[src/rtl/stopwatch_pkg.sv]
// Shared types and constants for the stopwatch timekeeping controller.
package stopwatch_pkg;

  localparam int BCD_W = 4;

  typedef enum logic [1:0] {
    PAUSE  = 2'd0,
    RUN    = 2'd1,
    ADJUST = 2'd2
  } state_t;

  localparam logic SEL_MIN = 1'b0;
  localparam logic SEL_SEC = 1'b1;

endpackage

[src/rtl/stopwatch_ctrl_bcd_mod60.sv]
// Two-digit BCD counter wrapping after MAX_TENS*10+MAX_ONES; rst is async active-low.
module bcd_mod60
  import stopwatch_pkg::*;
#(
  parameter int MAX_TENS = 5,
  parameter int MAX_ONES = 9
) (
  input  logic             clk,
  input  logic             rst,
  input  logic             inc,
  input  logic             clr,
  output logic [BCD_W-1:0] tens,
  output logic [BCD_W-1:0] ones,
  output logic             carry
);

  logic ones_wrap;
  logic tens_wrap;

  // Compare with >= so a digit can never climb past its bound.
  assign ones_wrap = (ones >= BCD_W'(MAX_ONES));
  assign tens_wrap = (tens >= BCD_W'(MAX_TENS));
  assign carry     = inc & ~clr & ones_wrap & tens_wrap;

  always_ff @(posedge clk or negedge rst) begin
    if (!rst) begin
      tens <= '0;
      ones <= '0;
    end else if (clr) begin
      tens <= '0;
      ones <= '0;
    end else if (inc) begin
      if (ones_wrap) begin
        ones <= '0;
        tens <= tens_wrap ? '0 : tens + BCD_W'(1);
      end else begin
        ones <= ones + BCD_W'(1);
      end
    end
  end

endmodule

[src/rtl/stopwatch_ctrl.sv]
// Stopwatch MM:SS counter with RUN/PAUSE/ADJUST control and adjust-field blink mask.
module stopwatch_ctrl
  import stopwatch_pkg::*;
#(
  parameter int MAX_TENS = 5,
  parameter int MAX_ONES = 9
) (
  input  logic             clk_sys,
  input  logic             rst,
  input  logic             tick_1hz,
  input  logic             tick_2hz,
  input  logic             tick_blink,
  input  logic             btn_pause,
  input  logic             btn_clear,
  input  logic             adj,
  input  logic             sel,
  output logic [BCD_W-1:0] dig_3,
  output logic [BCD_W-1:0] dig_2,
  output logic [BCD_W-1:0] dig_1,
  output logic [BCD_W-1:0] dig_0,
  output logic [3:0]       blank,
  output logic             running
);

  state_t state;
  state_t nxt_state;
  logic   phase;
  logic   nxt_phase;
  logic   sec_inc;
  logic   min_inc;
  logic   sec_carry;
  logic   min_carry;

  // Increments are gated on the current state, so a tick arriving with the
  // pause press that leaves RUN still counts, while one entering RUN does not.
  assign sec_inc = (state == RUN && tick_1hz) ||
                   (state == ADJUST && tick_2hz && sel == SEL_SEC);
  assign min_inc = (state == RUN && sec_carry) ||
                   (state == ADJUST && tick_2hz && sel == SEL_MIN);

  bcd_mod60 #(.MAX_TENS(MAX_TENS), .MAX_ONES(MAX_ONES)) u_sec (
    .clk   (clk_sys),
    .rst   (rst),
    .inc   (sec_inc),
    .clr   (btn_clear),
    .tens  (dig_1),
    .ones  (dig_0),
    .carry (sec_carry)
  );

  bcd_mod60 #(.MAX_TENS(MAX_TENS), .MAX_ONES(MAX_ONES)) u_min (
    .clk   (clk_sys),
    .rst   (rst),
    .inc   (min_inc),
    .clr   (btn_clear),
    .tens  (dig_3),
    .ones  (dig_2),
    .carry (min_carry)
  );

  always_comb begin
    nxt_state = state;
    case (state)
      PAUSE:   if (adj) nxt_state = ADJUST; else if (btn_pause) nxt_state = RUN;
      RUN:     if (adj) nxt_state = ADJUST; else if (btn_pause) nxt_state = PAUSE;
      ADJUST:  if (!adj) nxt_state = PAUSE;
      default: nxt_state = PAUSE;
    endcase
    // Entering ADJUST forces the blank phase so the field disappears first.
    if (state != ADJUST && nxt_state == ADJUST) nxt_phase = 1'b1;
    else                                        nxt_phase = phase ^ tick_blink;
  end

  always_ff @(posedge clk_sys or negedge rst) begin
    if (!rst) begin
      state   <= PAUSE;
      phase   <= 1'b0;
      running <= 1'b0;
      blank   <= 4'b0000;
    end else begin
      state   <= nxt_state;
      phase   <= nxt_phase;
      running <= (nxt_state == RUN);
      if (nxt_state == ADJUST && nxt_phase)
        blank <= (sel == SEL_SEC) ? 4'b0011 : 4'b1100;
      else
        blank <= 4'b0000;
    end
  end

  // The minutes wrap is deliberately dropped: 59:59 rolls to 00:00.
  logic unused_ok;
  assign unused_ok = min_carry;

endmodule

[config.mk]
export PLATFORM = sky130hd
export DESIGN_NAME = stopwatch_ctrl
export DESIGN_NICKNAME = d
export VERILOG_FILES = /design/src/rtl/stopwatch_pkg.sv /design/src/rtl/stopwatch_ctrl_bcd_mod60.sv /design/src/rtl/stopwatch_ctrl.sv
export SDC_FILE = /design/constraint.sdc
export NUM_CORES = 1
export LEC_CHECK = 0
export CORE_ASPECT_RATIO = 1.4
export CORE_MARGIN = 4
export CORE_UTILIZATION = 52
export CTS_CLUSTER_SIZE = 16
export DETAILED_ROUTE_END_ITERATION = 8
export GPL_TIMING_DRIVEN = 0
export PLACE_DENSITY_LB_ADDON = 0.12
export REMOVE_ABC_BUFFERS = 1
export SYNTH_ARGS = -nofsm -noshare
export SYNTH_HDL_FRONTEND = slang
export SYNTH_SLANG_ARGS = --single-unit
export TNS_END_PERCENT = 100
[constraint.sdc]
create_clock -name clk_sys -period 4.8 [get_ports clk_sys]
set_input_delay 0.72 -clock clk_sys [delete_from_list [all_inputs] [get_ports clk_sys]]
set_output_delay 0.72 -clock clk_sys [all_outputs]
set_load 0.05 [all_outputs]
# Word level (Yosys, flattened, before mapping)

Cells that the tools add are included.

Add/sub/neg operators: 4
Multipliers: 0
Divide/modulo/power cells: 0
Magnitude comparators: 4
Eq/ne operators: 5
Shift-type cells: 0
Muxes and demuxes: 23
Bitwise logic cells: 6
Reductions and logical operators: 16

Operators by type and width:

| cell                                                                  | count |
|---|---|
| 4-bit 2-to-1 mux                                                      | 16 |
| 4-bit by 1-bit adder with 4-bit output, second input constant         | 4 |
| 2-bit 2-to-1 mux                                                      | 5 |
| 4-bit by 3-bit >= comparator with 1-bit output, second input constant | 2 |
| 4-bit >= comparator, second input constant                            | 2 |
| 2-bit nonzero test                                                    | 4 |
| 1-bit logical AND                                                     | 7 |
| 2-bit one-hot mux with 3 select lines                                 | 1 |
| 2-bit by 1-bit equality test with 1-bit output, second input constant | 2 |
| 2-bit equality test, second input constant                            | 2 |
| 2-bit AND reduction                                                   | 2 |
| 1-bit AND                                                             | 3 |
| 2-bit zero test                                                       | 1 |
| 1-bit logical OR                                                      | 2 |
| 2-bit inequality test, second input constant                          | 1 |
| 1-bit inverter                                                        | 2 |
| 1-bit 2-to-1 mux                                                      | 1 |
| 1-bit XOR                                                             | 1 |

Register bits after elaboration: 24
Bits in latches: 0
Memory bits (writable): 0
ROM bits: 0
Output and inout port bits: 21
Logic and storage cells: 66
Memories kept: 0

# Logic depth before layout (Yosys ltp)

Depth after elaboration: 11
Depth in mapped cells: 7
Depth with buffers taken out: 7

# Modules after synthesis

A second synthesis with hierarchy kept.

Cell total of the unflattened synthesis: 130
Area total of the unflattened synthesis: 1310.0 µm²

By module, submodules not included:

| module         | times used | cells each | area an instance (µm²) | sequential area each (µm²) |
|---|---|---|---|---|
| bcd_mod60      | 2          | 51         | 503.0                  | 200.2 |
| stopwatch_ctrl | 1          | 28         | 304.0                  | 150.1 |

# Worst setup path after synthesis

No wires, ideal clock.

Path kind: reg-to-reg
From: register u_sec.tens[0]
To: register u_min.tens[2]
Library setup time: 0.122 ns
Arrival time: 2.297 ns
Data required time: 4.678 ns
Path slack: 2.382 ns
Cell stages (with the launch flop): 8
Period minus slack after synthesis: 2.418 ns
Cells stage by stage: dfrtp_1 -> inv_1 -> ha_1 -> nor3b_1 -> or4b_4 -> o31ai_4 -> o21ai_1 -> a32o_1

Longest elaborated chain between the ends: 6

Ends and longest elaborated chain:

| what                                           | line                           | RTL |
|---|---|---|
| start: declaration                             | stopwatch_ctrl_bcd_mod60.sv:12 | `output logic [BCD_W-1:0] tens,` |
| start signal: assignment                       | stopwatch_ctrl_bcd_mod60.sv:35 | `tens <= tens_wrap ? '0 : tens + BCD_W'(1);` |
| 4-bit by 3-bit >= comparator with 1-bit output | stopwatch_ctrl_bcd_mod60.sv:22 | `assign tens_wrap = (tens >= BCD_W'(MAX_TENS));` |
| 1-bit AND                                      | stopwatch_ctrl_bcd_mod60.sv:23 | `assign carry = inc & ~clr & ones_wrap & tens_wrap;` |
| 1-bit logical AND                              | stopwatch_ctrl.sv:38           | `assign min_inc = (state == RUN && sec_carry) \|\|` |
| 1-bit logical OR                               | stopwatch_ctrl.sv:38           |  |
| 2-bit nonzero test (no source line)            | -                              |  |
| 2-bit AND reduction (no source line)           | -                              |  |
| end signal: assignment                         | stopwatch_ctrl_bcd_mod60.sv:35 |  |
| end: declaration                               | stopwatch_ctrl_bcd_mod60.sv:12 |  |

Every way passes these cells.
A chain may end at the register's enable or synchronous reset.

# Worst setup path in the final report

From: input port sel
To: register u_sec.tens[2]

Longest elaborated chain between the ends: 4

Ends and longest elaborated chain:

| what                                 | line                 | RTL |
|---|---|---|
| start: declaration                   | stopwatch_ctrl.sv:16 | `input logic sel,` |
| 1-bit logical AND                    | stopwatch_ctrl.sv:37 | `(state == ADJUST && tick_2hz && sel == SEL_SEC);` |
| 1-bit logical OR                     | stopwatch_ctrl.sv:36 | `assign sec_inc = (state == RUN && tick_1hz) \|\|` |
| 2-bit nonzero test (no source line)  | -                    |  |
| 2-bit AND reduction (no source line) | -                    |  |

Every way passes these cells.

==> results by group <==
Outcome
  • Status: complete, no violations

CTS
  • Post_cts resized: 0
  • Post-CTS setup buffer count: 0
  • H-tree levels: 1
  • Skew-Pair Late Insertion Delay: 0.30 ns
  • Hold Buf Count CTS: 0
  • Clk buf depth: 2
  • Worst-path clk slew: 0.11 ns
  • CTS Sinks: 22
  • Total CTS buffers: 3
  • CTS tree: yes
  • Clk root buf: clkbuf_4

Floorplanning
  • Core Area: 2230 µm²
  • Starting Density: 56.2%
  • Die height: 66.0 µm
  • Site Rows: 20
  • Die area: 3270 µm²
  • DIE WIDTH: 49.5 µm
  • Ports: 30

Global routing
  • Grt total ovfl: 0
  • Initial antenna violation count: 0
  • Vias in the first global route: 1,005
  • Largest net degree at the start of global routing: 23
  • First-pass GRT wire length: 4.33 mm
  • GRT Total Usage: 17.2%

Worst setup path
  • CP Data Required Time: 5.05 ns
  • CP Capture Type: register
  • Worst R2R Start: u_sec.tens[0]
  • Reg2reg setup slack: 2.57 ns
  • Critical R2R Capture: u_min.tens[2]
  • Crit path buffers/inverters: 1
  • Crit-path slowest cell: clkdlybuf4s50_1
  • Crit path launch: sel
  • Worst stage delay on the critical path: 0.52 ns
  • Reg2reg path depth: 7
  • CP Class: primary input to register
  • Startpoint class of the critical path: primary input
  • Worst EP arrival: 2.55 ns
  • CP Cell Sequence: clkdlybuf4s50_1 -> and4b_1 -> o2111ai_2 -> a211oi_1 -> nor2b_1 -> o41a_1
  • Worst-path maximum fanout: 4
  • Largest delay share family, worst path: compound AO/OA/AOI/OAI gates

Run
  • Max-Cap Viols: 0

STA
  • Hold WS: 0.527 ns
  • Min Tclk post-route: 2.30 ns
  • Slew headroom: 34.7%
  • Fin. Hold Viols: 0
  • Peak Freq: 434 MHz
  • Unrepaired setup endpoints after global routing: no
  • Worst Tran Pin Value: 0.976 ns
  • Worst Skew: 0.00172 ns
  • Setup TNS: 0 ns
  • Final setup violation count: 0
  • Max Slew Vio Count: 0
  • Fin crit share: 48.0%

Final layout
  • Final Instance Area: 1570 µm²
  • Post-layout util: 70.6%
  • Nets: 175
  • Area Growth Syn to Fin: 25.7%
  • Number of diodes: 0
  • Ratio of cells with drive above 1 in the final layout: 7.24%

Synth
  • Post-Synthesis Cells: 123
  • EDFF count, synth: 0
  • Adder-cell share of the synthesized area: 12.0%
  • #FFs+latches synth: 22
  • Ys Warns: 0
  • Post-synthesis mux area share: 2.50%
  • Largest family of logic cells by synthesized area: simple AND/OR/NAND/NOR gates
  • Synth Area in XOR/XNOR: 1.40%
  • Synth Area in Compound Gates: 16.5%
  • Synthesized cell area: 1250 µm²
  • Synthesized area per cell: 10.2 µm²
  • Seq/Total Area, Yosys: 44.0%
  • Simple-gate area share of the yosys netlist: 17.6%
  • Unique cell type count in the Yosys netlist: 36
  • Primary FF master, synth: dfrtp_1
  • Post-synth ARST share: 100%

Route
  • Uppermost layer routed: met4
  • Final wirelength: 2.47 mm
  • WL per Instance: 14.2 µm
  • DRC: 0
  • Vias/cell: 5.84
  • Met2 wire len: 1.30 mm
  • ANT nets after route: 0
  • DR iter-0 viols: 9
  • Vias: 1,016
  • Drt pass-1 iters: 4
  • Met1 WL: 991 µm
  • Met3 Routed Length: 99 µm

Worst hold path
  • Hold path cells: 1
  • Hold Path End: u_sec.ones[2]
  • Hold WC Path Type: register to register
  • Min-delay src: u_sec.ones[2]

Power and ir drop
  • Total power: 0.428 mW
  • PwrDens: 272 nW/µm²
  • P_leak: 0.711 nW
  • Peak VDD IR: 193 µV

Placement
  • Placer congestion estimate: 0.725
  • DP Area: 1550 µm²
  • Post-DP HPWL: 1.91 mm
  • PortBufs: 29
-- worst register-to-register path, cell delays in order (launching register included) --
cell and delay (ns):
dfrtp_1 0.43, inv_1 0.09, ha_1 0.22, nor3b_1 0.14, or4b_4 0.54, o31ai_4 0.35, o21ai_1 0.12, a32o_1 0.23
-- sequential cells by signal, indices dropped and copies added (netlist names) --
| register | flops |
|---|---|
| u_min.ones | 4 |
| u_min.tens | 4 |
| u_sec.ones | 4 |
| u_sec.tens | 4 |
| blank | 2 |
| state | 2 |
| phase | 1 |
| running | 1 |
-- layout make-up --
| cell class | instances | area (µm²) |
|---|---|---|
| Sequential cell | 22 | 551 |
| Fill cell | 174 | 654 |
| Timing Repair Buffer | 29 | 290 |
| Inverter | 15 | 56.3 |
| Multi-Input combinational cell | 83 | 626 |
| Tap cell | 22 | 27.5 |
| Clock buffer | 3 | 22.5 |
-- cell usage in the layout, fill, tap and decap left out, types with 4 or more instances in the layout --
cell type         n
clkdlybuf4s50_1  29
dfrtp_1          22
inv_1            15
ha_1             12
o21ai_0           9
nand3_1           7
nor2_1            6
a21oi_1           5
nand2_1           4
nor2b_1           4
-- cell families after synthesis --
kind of cell	Yosys count
DFF	22
and+or+nand+nor	38
muxes	3
xor gates and xnor gates	2
buffers and inverters	18
AOI/OAI and AO/OA	28
adders and majority gates	12
-- routing by layer --
metal / GRT usage [%] / vias up
li1: - / 495
met1: 19.1 / 476
met2: 30.2 / 37
met3: 3.39 / 8
met4: 10.0 / 0
met5: 0 / -
-- worst max-delay path by stage --
stage | end | slack (ns) | cells past startpoint
floorplan | u_min.tens[2] | 2.38 | 7
global placement | u_sec.tens[2] | 2.22 | 6
detailed placement | u_sec.tens[2] | 2.16 | 6
CTS | dig_0[0] | 2.48 | 1
global route | u_sec.tens[2] | 2.34 | 6
finish | u_sec.tens[2] | 2.50 | 6
-- cell usage after synthesis, drive strengths merged (2+ instances only) --
| cell | instances | area, µm² |
|---|---|---|
| dfrtp | 22 | 551 |
| inv | 15 | 56.3 |
| ha | 12 | 150 |
| o21ai | 11 | 58.8 |
| nand3 | 7 | 35.0 |
| nor2 | 6 | 22.5 |
| a21oi | 5 | 25.0 |
| nand2 | 4 | 15.0 |
| nor2b | 4 | 25.0 |
| a41oi | 3 | 26.3 |
| nand2b | 3 | 18.8 |
| nor3 | 3 | 15.0 |
| a211oi | 2 | 15.0 |
| and3 | 2 | 12.5 |
| buf | 2 | 15.0 |
| mux2i | 2 | 20.0 |
| o31ai | 2 | 28.8 |
| or3b | 2 | 17.5 |
| xnor2 | 2 | 17.5 |
-- where the power goes --
| group | internal [mW] | switching, mW | total [mW] | leakage (nW) |
|---|---|---|---|---|
| sequential | 0.199 | 0.0144 | 0.213 | 0.294 |
| clock | 0.0293 | 0.0518 | 0.0811 | 0.0138 |
| combinational | 0.0492 | 0.0842 | 0.133 | 0.403 |
| total | 0.277 | 0.150 | 0.428 | 0.711 |
-- through the flow --
step	instances	setup slack [ns]
floorplan	120	2.38
CTS	174	2.48
detailed placement	171	2.16
finish	174	2.50
global route	174	2.34
global placement	171	2.22
Power figures use the tool's default switching activity.
